==> src/rtl/seg_frame_decoder.sv <==
// Serial seven-segment display frame decoder: synchronizes a 64-bit serial display stream
// into clk, publishes each complete frame, and decodes the three score digits from it.
module seg_frame_decoder #(
  parameter int TIMEOUT    = 1024,
  parameter int FRAME_BITS = 64
) (
  input  logic                  clk,
  input  logic                  rst,
  input  logic                  SEGCLK,
  input  logic                  SEGCLR,
  input  logic                  SEGDT,
  input  logic                  SEGEN,
  output logic [FRAME_BITS-1:0] frame,
  output logic                  frame_valid,
  output logic [11:0]           score,
  output logic                  score_ok,
  output logic                  frame_err,
  output logic                  seg_en
);

  localparam int BW = $clog2(FRAME_BITS + 1);
  localparam int IW = $clog2(TIMEOUT + 1);
  localparam logic [BW-1:0] LAST_BIT = BW'(FRAME_BITS - 1);
  localparam logic [IW-1:0] IDLE_MAX = IW'(TIMEOUT - 1);

  typedef enum logic [1:0] {IDLE, SHIFT, DONE} state_t;

  state_t                  state, state_nx;
  logic                    segclk_p0, segclk_p1, segclk_p2;
  logic                    segclr_p0, segclr_p1;
  logic                    segdt_p0, segdt_p1;
  logic                    segen_p0, segen_p1;
  logic                    clk_rise;
  logic [FRAME_BITS-1:0]   sr, sr_nx;
  logic [BW-1:0]           bit_cnt, bit_cnt_nx;
  logic [IW-1:0]           idle_cnt, idle_cnt_nx;
  logic                    err_nx;
  logic [4:0]              dig2, dig1, dig0;

  // Active-low segment pattern to {legal, value}; the dp bit is not part of the lookup.
  function automatic logic [4:0] decode_digit(input logic [6:0] seg);
    logic [4:0] r;
    r = 5'h00;
    case (seg)
      7'h40:   r = 5'h10;
      7'h79:   r = 5'h11;
      7'h24:   r = 5'h12;
      7'h30:   r = 5'h13;
      7'h19:   r = 5'h14;
      7'h12:   r = 5'h15;
      7'h02:   r = 5'h16;
      7'h78:   r = 5'h17;
      7'h00:   r = 5'h18;
      7'h10:   r = 5'h19;
      default: r = 5'h00;
    endcase
    return r;
  endfunction

  // Stage p0/p1: two-flop synchronizers; p2 holds the previous synced SEGCLK.
  always_ff @(posedge clk or negedge rst) begin
    if (!rst) begin
      segclk_p0 <= 1'b0; segclk_p1 <= 1'b0; segclk_p2 <= 1'b0;
      segclr_p0 <= 1'b0; segclr_p1 <= 1'b0;
      segdt_p0  <= 1'b0; segdt_p1  <= 1'b0;
      segen_p0  <= 1'b0; segen_p1  <= 1'b0;
    end else begin
      segclk_p0 <= SEGCLK; segclk_p1 <= segclk_p0; segclk_p2 <= segclk_p1;
      segclr_p0 <= SEGCLR; segclr_p1 <= segclr_p0;
      segdt_p0  <= SEGDT;  segdt_p1  <= segdt_p0;
      segen_p0  <= SEGEN;  segen_p1  <= segen_p0;
    end
  end

  assign clk_rise = segclk_p1 & ~segclk_p2;
  assign seg_en   = segen_p1;

  always_comb begin
    state_nx    = state;
    sr_nx       = sr;
    bit_cnt_nx  = bit_cnt;
    idle_cnt_nx = idle_cnt;
    err_nx      = 1'b0;
    if (!segclr_p1) begin
      err_nx      = (state == SHIFT) && (bit_cnt != '0);
      state_nx    = IDLE;
      sr_nx       = '0;
      bit_cnt_nx  = '0;
      idle_cnt_nx = '0;
    end else begin
      case (state)
        IDLE: begin
          bit_cnt_nx  = '0;
          idle_cnt_nx = '0;
          if (clk_rise) begin
            sr_nx      = {sr[FRAME_BITS-2:0], segdt_p1};
            bit_cnt_nx = BW'(1);
            state_nx   = SHIFT;
          end
        end
        SHIFT: begin
          if (clk_rise) begin
            sr_nx       = {sr[FRAME_BITS-2:0], segdt_p1};
            bit_cnt_nx  = bit_cnt + BW'(1);
            idle_cnt_nx = '0;
            if (bit_cnt == LAST_BIT) state_nx = DONE;
          end else if (idle_cnt >= IDLE_MAX) begin
            // Stalled mid-frame: abandon it; the counter stops here rather than wrapping.
            state_nx    = IDLE;
            bit_cnt_nx  = '0;
            idle_cnt_nx = '0;
            err_nx      = 1'b1;
          end else begin
            idle_cnt_nx = idle_cnt + IW'(1);
          end
        end
        DONE: begin
          state_nx    = IDLE;
          bit_cnt_nx  = '0;
          idle_cnt_nx = '0;
        end
        default: state_nx = IDLE;
      endcase
    end
  end

  // Stage p3: frame assembly state.
  always_ff @(posedge clk or negedge rst) begin
    if (!rst) begin
      state    <= IDLE;
      sr       <= '0;
      bit_cnt  <= '0;
      idle_cnt <= '0;
    end else begin
      state    <= state_nx;
      sr       <= sr_nx;
      bit_cnt  <= bit_cnt_nx;
      idle_cnt <= idle_cnt_nx;
    end
  end

  assign dig2 = decode_digit(sr[22:16]);
  assign dig1 = decode_digit(sr[14:8]);
  assign dig0 = decode_digit(sr[6:0]);

  // Stage p4: published frame and score, updated only on frame completion.
  always_ff @(posedge clk or negedge rst) begin
    if (!rst) begin
      frame       <= '0;
      frame_valid <= 1'b0;
      score       <= '0;
      score_ok    <= 1'b0;
      frame_err   <= 1'b0;
    end else begin
      frame_valid <= (state == DONE);
      frame_err   <= err_nx;
      if (state == DONE) begin
        frame    <= sr;
        score    <= {dig2[3:0], dig1[3:0], dig0[3:0]};
        score_ok <= dig2[4] & dig1[4] & dig0[4];
      end
    end
  end

endmodule

==> config.mk <==
export PLATFORM = sky130hd
export DESIGN_NAME = seg_frame_decoder
export DESIGN_NICKNAME = d
export VERILOG_FILES = /design/src/rtl/seg_frame_decoder.sv
export SDC_FILE = /design/constraint.sdc
export NUM_CORES = 1
export LEC_CHECK = 0
export CAP_MARGIN = 20
export CELL_PAD_IN_SITES_DETAIL_PLACEMENT = 0
export CELL_PAD_IN_SITES_GLOBAL_PLACEMENT = 1
export CORE_UTILIZATION = 45
export DETAILED_ROUTE_END_ITERATION = 16
export PLACE_DENSITY = 0.83
export SLEW_MARGIN = 20
export SYNTH_ARGS = -nofsm -noshare
export SYNTH_HDL_FRONTEND = slang
export SYNTH_SLANG_ARGS = --single-unit
export TNS_END_PERCENT = 100
==> constraint.sdc <==
create_clock -name clk -period 2.25 [get_ports clk]
set_input_delay 0.45 -clock clk [delete_from_list [all_inputs] [get_ports clk]]
set_output_delay 0.45 -clock clk [all_outputs]
set_load 0.01 [all_outputs]
==> flow_summary.toml, run 1 <==
[global_routing]
grt_pass1_wl_um = 24050
overflow = 0
grt_start_max_net_pins = 62
antenna_found_initial = 0
grtUsageTotal = 0.1901
grt_pass1_vias = 4817

[synthesis]
avgSynthCellArea_um2 = 12.45
syn_area_um2 = 7037
synth_edf_count = 0
ys_async_sr_fraction = 1.000
synth_compound_area_frac = 0.1419
yosys.area_share.simple = 0.09033
synth_top_family_by_area = "compound AO/OA/AOI/OAI gates"
ys.flop_type = "dfrtp_1"
ys_seq_area_frac = 0.6117
synth_mux_area_frac = 0.1054
ys_ff_latch = 172
synth_cells = 565
synth_adder_area_share = 0.01067
synth_warnings = 0
synth_cell_types = 50
synth_xor_area_frac = 0.007468
synth_nets = 577

[status]
status = "completed"

[setup_path]
r2r-end = "bit_cnt[5]"
crit_path_end_kind = "flip-flop"
cp_slowest_cell = "dfrtp_1"
critPathRequiredTime_ps = 2580
r2r_slack_ps = 160
critPathMaxStageDelay_ps = 440
critPathArrivalTime_ps = 2430
reg2reg_from = "state[1]"
crit_type = "reg -> reg"
critPathMaxFanout = 6
crit_chain = "inv_1 -> ha_1 -> nand2_1 -> or3_1 -> a21oi_1 -> nor2_1 -> o211ai_1"
start_kind = "flip-flop"
rr_worst_depth = 7

[routing]
ant_nets = 0
wire_per_inst_um = 16.41
via_per_inst = 5.574
drc = 0
wirelength_um = 14090
dr.pass1.iters = 4
drtIter0Drc = 341
vias = 4788

[timing]
setup_violations = 0
slew_headroom = 0.6136
rsz0062_at_grt = "no"
setup_tns_ps = 0
fmax_mhz = 477.5
final-hold-violation-count = 0
drv_slew = 0
worst_slew_pin_slew_ps = 579.7
min_period_ps = 2094
period_share = 0.9307
worst_slack_ps = 155.8
clock_skew_ps = 6.762

[floorplan]
die_h_um = 127.1
core.rowCount = 45
start_util = 0.4612
io_pins = 86
fp.dieW_um = 127.1
fp.coreArea_um2 = 15260
die-area_um2 = 16140

[clock_tree]
cts.clk_slew.worst_paths_ps = 60
clock-sinks = 172
cts_resized = 0
cts_buffers = 17
h-tree-depth = 4
cts_tree = "built"
cts-root-buf = "clkbuf_16"
post_cts_buffers = 0
insertion_delay_ps = 420
ctsHoldBuffers = 0
clk_path_buf_depth = 2

[place]
gp_congestion = 0.8092
place_hpwl_um = 9173
dp.cells = 828
detailedPlace.worstSlack_ps = 129.8
io_buffers = 85
place_area_um2 = 8122

[cells_and_area]
fin_util = 0.5724
final_layout_size_suffix_gt1_frac = 0.1790
fin_cells = 859
fin_nets = 648
area_growth_pct = 24.13
fin_area_um2 = 8735
antenna_cells = 0

[run]
maxCapViolCount = 0

[power_and_ir_drop]
p_leak_nw = 3.975
p_per_area_nw_per_um2 = 723.8
irDropWorstVdd_mv = 0.5219

[hold_path]
holdCritPathClass = "in -> async"
## cells in the final DEF, fill, tap and decap left out, types with 3 or more instances in the layout
| cell type | Yosys | layout |
|---|---|---|
| a21boi_0 | 3 | 3 |
| a21oi_1 | 14 | 14 |
| a22o_1 | 67 | 67 |
| a31oi_1 | 9 | 9 |
| and2_1 | 4 | 3 |
| buf_12 | 0 | 3 |
| buf_4 | 0 | 9 |
| bufinv_16 | 0 | 3 |
| clkbuf_16 | 0 | 17 |
| clkbuf_8 | 0 | 3 |
| clkdlybuf4s50_1 | 0 | 84 |
| clkinv_2 | 0 | 3 |
| dfrtp_1 | 172 | 172 |
| ha_1 | 6 | 5 |
| inv_1 | 13 | 13 |
| mux2_2 | 65 | 65 |
| nand2_1 | 24 | 24 |
| nand3_1 | 20 | 20 |
| nand4_1 | 4 | 4 |
| nor2_1 | 39 | 38 |
| nor3_1 | 5 | 5 |
| nor4_1 | 7 | 7 |
| nor4b_1 | 3 | 3 |
| o211ai_1 | 3 | 3 |
| o21ai_0 | 13 | 13 |
| o22ai_1 | 3 | 3 |
| o31ai_1 | 3 | 3 |
| o41ai_1 | 3 | 3 |
| or3_1 | 3 | 3 |
| xnor2_1 | 3 | 3 |
| xor2_1 | 3 | 3 |
## cell usage after synthesis, types with 2 or more instances
master | instances | area, um^2
nor4b_1 | 3 | 26.28
o31ai_1 | 3 | 22.52
clkbuf_1 | 40 | 150.1
nor4_1 | 7 | 43.79
dfrtp_1 | 172 | 4304
a31oi_1 | 9 | 56.30
nand2_1 | 24 | 90.09
ha_1 | 6 | 75.07
nand3_1 | 20 | 100.1
o32ai_1 | 2 | 17.52
and4b_1 | 2 | 20.02
and3_1 | 2 | 12.51
a211o_1 | 2 | 17.52
and2_1 | 4 | 25.02
a22o_1 | 67 | 586.8
a21boi_0 | 3 | 22.52
nand4_1 | 4 | 25.02
o21a_1 | 2 | 15.01
o41ai_1 | 3 | 26.28
nor2b_1 | 2 | 12.51
nor2_1 | 39 | 146.4
xor2_1 | 3 | 26.28
a21oi_1 | 14 | 70.07
nand2b_1 | 2 | 12.51
inv_1 | 13 | 48.80
o21ai_0 | 13 | 65.06
or3_1 | 3 | 18.77
o211ai_1 | 3 | 22.52
nand3b_1 | 2 | 15.01
xnor2_1 | 3 | 26.28
mux2_2 | 65 | 732.0
or2_2 | 2 | 12.51
buf_2 | 3 | 15.01
nor3_1 | 5 | 25.02
o22ai_1 | 3 | 18.77
## worst max-delay path, delay by kind of cell, from the launching register on
family / cells / cell delay [ps]
AOI/OAI and AO/OA: 2 / 580
adders and majority gates: 1 / 210
and+or+nand+nor: 3 / 640
DFF: 1 / 440
buffers and inverters: 1 / 140
## area by class of cell
type	count	area [um^2]
clock buffers	21	470.5
clock inverters	10	138.9
fillers	1245	6524
inverters	13	48.80
multi-input cells	335	2529
flip-flops and latches	172	4304
well taps	211	264.0
repair buffers	97	979.7
## flip-flops by register name (all words and copies together), names as in the netlist
| register | count |
|---|---|
| bit_cnt | 7 |
| frame | 64 |
| frame_err | 1 |
| frame_valid | 1 |
| idle_cnt | 11 |
| score | 12 |
| score_ok | 1 |
| seg_en | 1 |
| segclk_p0 | 1 |
| segclk_p1 | 1 |
| segclk_p2 | 1 |
| segclr_p0 | 1 |
| segclr_p1 | 1 |
| segdt_p0 | 1 |
| segdt_p1 | 1 |
| segen_p0 | 1 |
| sr | 64 |
| state | 2 |
## power by group
part / switching, mW / total (mW) / internal, mW
combinational: 0.147 / 0.203 / 0.0566
clock: 1.17 / 3.00 / 1.83
sequential: 0.0134 / 3.12 / 3.11
total: 1.33 / 6.32 / 4.99
## metrics by stage
stage / hold WS (ps) / power [mW]
after CTS: 20.69 / 6.394
after global placement: 334.9 / 3.377
after floorplan: 154.4 / 3.263
after global routing: 55.09 / 6.549
after detailed placement: 335.8 / 3.384
final: 5.814 / 6.322
## kinds of logic (layout without fill, tap and decap cells)
| kind of cell | count (synthesis) | count (layout) |
|---|---|---|
| flops | 172 | 172 |
| xor+xnor | 6 | 6 |
| fa+ha+maj | 6 | 6 |
| buf+inv | 58 | 141 |
| simple gates | 126 | 126 |
| compound gates | 131 | 131 |
| mux | 66 | 66 |
## worst max-delay path by stage
stage	from	endpoint	slack, ps	cells after the start
2_1_floorplan	state[1]	idle_cnt[6]	300	8
3_3_place_gp	state[0]	idle_cnt[7]	270	7
3_5_place_dp	state[0]	idle_cnt[7]	130	7
4_1_cts	state[0]	idle_cnt[7]	120	7
5_1_grt	state[1]	idle_cnt[8]	50	7
6_report	state[1]	bit_cnt[5]	160	7
## routing by layer
metal  GRT usage  share of wire  vias up
met2      0.3051           0.48      125
li1            -              -     2193
met3     0.05402          0.048       14
met4     0.07143          0.010        0
met5           0              0        -
met1      0.2468           0.46     2456
Note: power is estimated with default switching activity, not from simulation.
==> inputs of run 2 (changes only) <==
--- a/config.mk
+++ b/config.mk
@@ -8,6 +8,7 @@
 export CAP_MARGIN = 20
 export CELL_PAD_IN_SITES_DETAIL_PLACEMENT = 0
 export CELL_PAD_IN_SITES_GLOBAL_PLACEMENT = 1
+export CORE_ASPECT_RATIO = 0.6
 export CORE_UTILIZATION = 45
 export DETAILED_ROUTE_END_ITERATION = 16
 export PLACE_DENSITY = 0.83
==> run 2 against run 1 <==
Sequential share of layout area grew 0.13 points. Die area hardly changed. Combinational power increased by 4%. Total power decreased by 3.1%. Via count fell by 0.56%. Critical path depth stayed put. Register-to-register slack better by 50 ps. Clock power is 6.7% lower. Worst hold slack better by 340 ps.
==> flow_summary.toml, run 2 (synthesized netlist as in run 1, its figures left out) <==
[timing]
setup_tns_ps = 0
final-hold-violation-count = 0
drv_slew = 0
min_period_ps = 2049
setup_violations = 0
rsz0062_at_grt = "no"
fmax_mhz = 488.1
slew_headroom = 0.4630
period_share = 0.9105
worst_slew_pin_slew_ps = 805.5
clock_skew_ps = 8.986

[routing]
ant_nets = 0
dr.pass1.iters = 4
wirelength_um = 14420
vias = 4761
wire_per_inst_um = 17.03
via_per_inst = 5.621
drc = 0
drtIter0Drc = 428

[clock_tree]
cts-root-buf = "clkbuf_16"
cts_buffers = 17
insertion_delay_ps = 410
clock-sinks = 172
cts.clk_slew.worst_paths_ps = 70
clk_path_buf_depth = 2
h-tree-depth = 4
cts_tree = "built"

[global_routing]
antenna_found_initial = 0
grt_pass1_vias = 4747
grt_start_max_net_pins = 65
grtUsageTotal = 0.1906
grt_pass1_wl_um = 24260
overflow = 0

[power_and_ir_drop]
p_leak_nw = 3.958
p_per_area_nw_per_um2 = 703.5
irDropWorstVdd_mv = 0.3854
finalPower_mw = 6.128

[cells_and_area]
fin_cells = 847
multiInputGateArea_um2 = 2529
regArea_um2 = 4304
final_common_cell = "dfrtp_1"
area_growth_pct = 23.79
fin_nets = 648
n_fill_cell = 1179
final_cell_mix = "dfrtp_1, clkdlybuf4s50_1, a22o_1, mux2_2, nor2_1"
final_layout_size_suffix_gt1_frac = 0.1787
antenna_cells = 0
reg_top3 = "frame: 64 flops, sr: 64 flops, score: 12 flops"

[setup_path]
critPathRequiredTime_ps = 2570
r2r_slack_ps = 200
critPathMaxFanout = 6
start_kind = "flip-flop"
crit_type = "reg -> reg"
crit_path_end_kind = "flip-flop"
critPathArrivalTime_ps = 2370

[floorplan]
die_h_um = 98.86
fp.dieW_um = 163.4
fp.coreArea_um2 = 14890
die-area_um2 = 16160
core.rowCount = 34
io_pins = 86
start_util = 0.4726

[hold_path]
holdCritPathClass = "reg -> reg"

[place]
place_hpwl_um = 9142
gp_congestion = 0.8345
io_buffers = 85
dp.cells = 814

[run]
maxCapViolCount = 0

[status]
status = "completed"
==> run 2: cell count changes in the layout (fill, tap and decap cells not counted), sizes merged <==
cell	before	now
inv	14	17
dlygate4sd3	0	1
clkinvlp	1	2
buf	13	12
bufinv	3	0
==> run 2: routing by layer <==
metal	track usage	vias up	wire length [um]
met3	0.04798	11	731
li1	-	2208	-
met5	0	-	0
met2	0.2774	121	6366
met1	0.2822	2421	7208
met4	0.05248	0	116
==> run 2: layout make-up <==
cell class	count	area share
multi-input combinational	335	0.2903
inverter	13	0.005602
clock buffer	21	0.05401
sequential	172	0.4941
tap	198	0.02844
clock inverter	11	0.01192
timing repair buffer	97	0.1156
==> run 2: what timing repair did <==
item,4_1_cts,5_1_grt
setup endpoints to repair,0,7
endpoints found under the hold margin,43,0
hold buffers,1,0
resized for setup,0,1
buffers inserted,0,0
==> run 2: path summary, 6_finish.rpt <==
kind / depth (start not counted) / start / to
worst max-delay path: 7 / state[1] / bit_cnt[5]
worst min-delay path: 0 / segen_p0 / seg_en
worst max register to register: 7 / state[1] / bit_cnt[5]
worst min register to register: 0 / segen_p0 / seg_en
max in group asynchronous: 3 / rst / idle_cnt[8]
min in group asynchronous: 2 / rst / seg_en
==> run 2: critical path: stages, from the launching register on <==
cell and delay, ps:
dfrtp_1 440, inv_1 120, ha_1 170, nand2_1 70
or3_1 340, a21oi_1 380, nor2_1 220, o211ai_1 220
==> run 2: per-stage QoR <==
| stage | instance area (um^2) | setup WS (ps) | utilization | hold slack (ps) |
|---|---|---|---|---|
| finish | 8711 | 201.3 | 0.5850 | 345.9 |
| global route | 8711 | 82.17 | 0.5850 | 362.9 |
| CTS | 8707 | 67.59 | 0.5848 | 350.6 |
| detailed placement | 8123 | 95.04 | 0.5455 | 334.7 |
| global placement | 8123 | 262.6 | 0.5455 | 337.5 |
| floorplan | 7037 | 296.2 | - | 154.4 |
==> run 2: report_power, final <==
| group | internal [mW] | total [mW] | switching [mW] |
|---|---|---|---|
| Combinational | 0.0621 | 0.211 | 0.149 |
| Sequential | 3.10 | 3.12 | 0.0127 |
| Clock | 1.54 | 2.80 | 1.26 |
| Total | 4.70 | 6.13 | 1.42 |
==> inputs of run 3 (changes only) <==
--- a/config.mk
+++ b/config.mk
@@ -12,6 +12,7 @@
 export CORE_UTILIZATION = 45
 export DETAILED_ROUTE_END_ITERATION = 16
 export PLACE_DENSITY = 0.83
+export RECOVER_POWER = 50
 export SLEW_MARGIN = 20
 export SYNTH_ARGS = -nofsm -noshare
 export SYNTH_HDL_FRONTEND = slang
==> run 3 against run 2 <==
Non-clock buffer count stayed put. Wire length grew 0.33%. Die area is the same. Worst hold slack gained 0.78 ps. Clock skew is 2.0 ps higher. Register-to-register slack gained 20 ps. Fmax grew 0.82%. Final area fell by 0.40%. Global-route usage unchanged. Sequential cell count is the same. Count of clock-buffer cells in the layout stayed put. Core utilization down 0.24 points.
==> flow_summary.toml, run 3 (synthesized netlist as in run 1, its figures left out) <==
[setup_path]
rr_worst_depth = 4
r2r-end = "frame[40]"
crit_path_end_kind = "flip-flop"
crit_end = "frame[40]"
r2r_slack_ps = 220
crit_type = "reg -> reg"
crit_chain = "inv_1 -> ha_1 -> buf_4 -> mux2_2"
reg2reg_from = "state[0]"
critPathArrivalTime_ps = 2330
crit_family = "buffers and inverters"
critPathRequiredTime_ps = 2550
start_kind = "flip-flop"
path_buf_inv = 2
critPathMaxStageDelay_ps = 640
critPathMaxFanout = 61
crit_cells = 4
critical_path.startpoint = "state[0]"
cp_slowest_cell = "buf_4"

[cells_and_area]
n_fill_cell = 1184
regArea_um2 = 4304
final_cell_mix = "dfrtp_1, clkdlybuf4s50_1, a22o_1, mux2_2, nor2_1"
fin_cells = 847
final_common_cell = "dfrtp_1"
reg_top3 = "frame: 64 flops, sr: 64 flops, score: 12 flops"
fin_nets = 648
area_growth_pct = 23.29
antenna_cells = 0
final_layout_size_suffix_gt1_frac = 0.1772
multiInputGateArea_um2 = 2516

[floorplan]
start_util = 0.4726
io_pins = 86
die_h_um = 98.86
fp.coreArea_um2 = 14890
fp.dieW_um = 163.4
core.rowCount = 34
die-area_um2 = 16160

[hold_path]
holdCritPathClass = "reg -> reg"

[routing]
drtIter0Drc = 424
wire_per_inst_um = 17.08
ant_nets = 0
vias = 4781
dr.pass1.iters = 4
via_per_inst = 5.645
drc = 0
wirelength_um = 14470

[global_routing]
grtUsageTotal = 0.1906
grt_pass1_wl_um = 24260
grt_pass1_vias = 4747
antenna_found_initial = 0
overflow = 0
grt_start_max_net_pins = 65

[clock_tree]
cts-root-buf = "clkbuf_16"
insertion_delay_ps = 420
clock-sinks = 172
post_cts_buffers = 0
cts.clk_slew.worst_paths_ps = 70
clk_path_buf_depth = 2
h-tree-depth = 4
cts_tree = "built"
cts_buffers = 17

[power_and_ir_drop]
p_per_area_nw_per_um2 = 705.6
p_leak_nw = 3.980
irDropWorstVdd_mv = 0.3876
finalPower_mw = 6.121

[timing]
clock_skew_ps = 10.96
setup_violations = 0
slew_headroom = 0.1533
setup_tns_ps = 0
period_share = 0.9031
fmax_mhz = 492.1
worst_slew_pin_slew_ps = 1270
drv_slew = 0
final-hold-violation-count = 0
timing.hold.ws_ps = 346.7
rsz0062_at_grt = "no"
min_period_ps = 2032

[place]
place_hpwl_um = 9142
dp.cells = 814
gp_congestion = 0.8345
io_buffers = 85

[run]
maxCapViolCount = 0

[status]
status = "completed"
==> run 3: changes by cell type in the layout (fill, tap and decap cells not counted) <==
cell | before | now
buf_12 | 5 | 4
buf_4 | 6 | 3
clkbuf_2 | 0 | 4
clkdlybuf4s50_1 | 84 | 71
dlygate4sd3_1 | 1 | 14
ha_1 | 5 | 6
ha_4 | 1 | 0
==> run 3: worst min-delay path by stage <==
| stage | startpoint | cells past startpoint | slack, ps | endpoint |
|---|---|---|---|---|
| 3_5_place_dp | segclk_p0 | 0 | 330 | segclk_p1 |
| 6_report | segen_p0 | 0 | 350 | seg_en |
| 3_3_place_gp | segclk_p0 | 0 | 340 | segclk_p1 |
| 2_1_floorplan | rst | 0 | 150 | bit_cnt[0] |
| 4_1_cts | segclk_p0 | 0 | 350 | segclk_p1 |
| 5_1_grt | segen_p0 | 0 | 360 | seg_en |
==> run 3: metrics by stage <==
step	area, um^2	setup WS [ps]	util
floorplan	7037	296.2	-
global placement	8123	262.6	0.5455
detailed placement	8123	95.04	0.5455
CTS	8707	67.59	0.5848
global route	8676	60.76	0.5827
finish	8676	218.0	0.5827
==> run 3: timing repair <==
| action | CTS | global route |
|---|---|---|
| endpoints found under the hold margin | 43 | 0 |
| hold buffers | 1 | 0 |
| setup endpoints to repair | 0 | 7 |
| resized for setup | 0 | 1 |
==> run 3: cell type report <==
type / count / share of cell area
Sequential cell: 172 / 0.4961
Multi-Input combinational cell: 335 / 0.2900
Timing Repair Buffer: 97 / 0.1135
Clock buffer: 21 / 0.05423
Tap cell: 198 / 0.02855
Clock inverter: 11 / 0.01197
Inverter: 13 / 0.005624
==> run 3: layer usage <==
metal,track usage,share of wire,up-vias,routed length [um]
li1,-,-,2223,-
met1,0.2822,0.50,2421,7217
met2,0.2774,0.44,122,6313
met3,0.04798,0.055,15,795
met4,0.05248,0.0098,0,142
met5,0,0,-,0
==> run 3: report_power, final <==
part           switching (mW)  internal (mW)  total [mW]
clock network            1.26           1.54        2.80
registers              0.0126           3.10        3.12
logic                   0.147         0.0564       0.204
total                    1.42           4.70        6.12
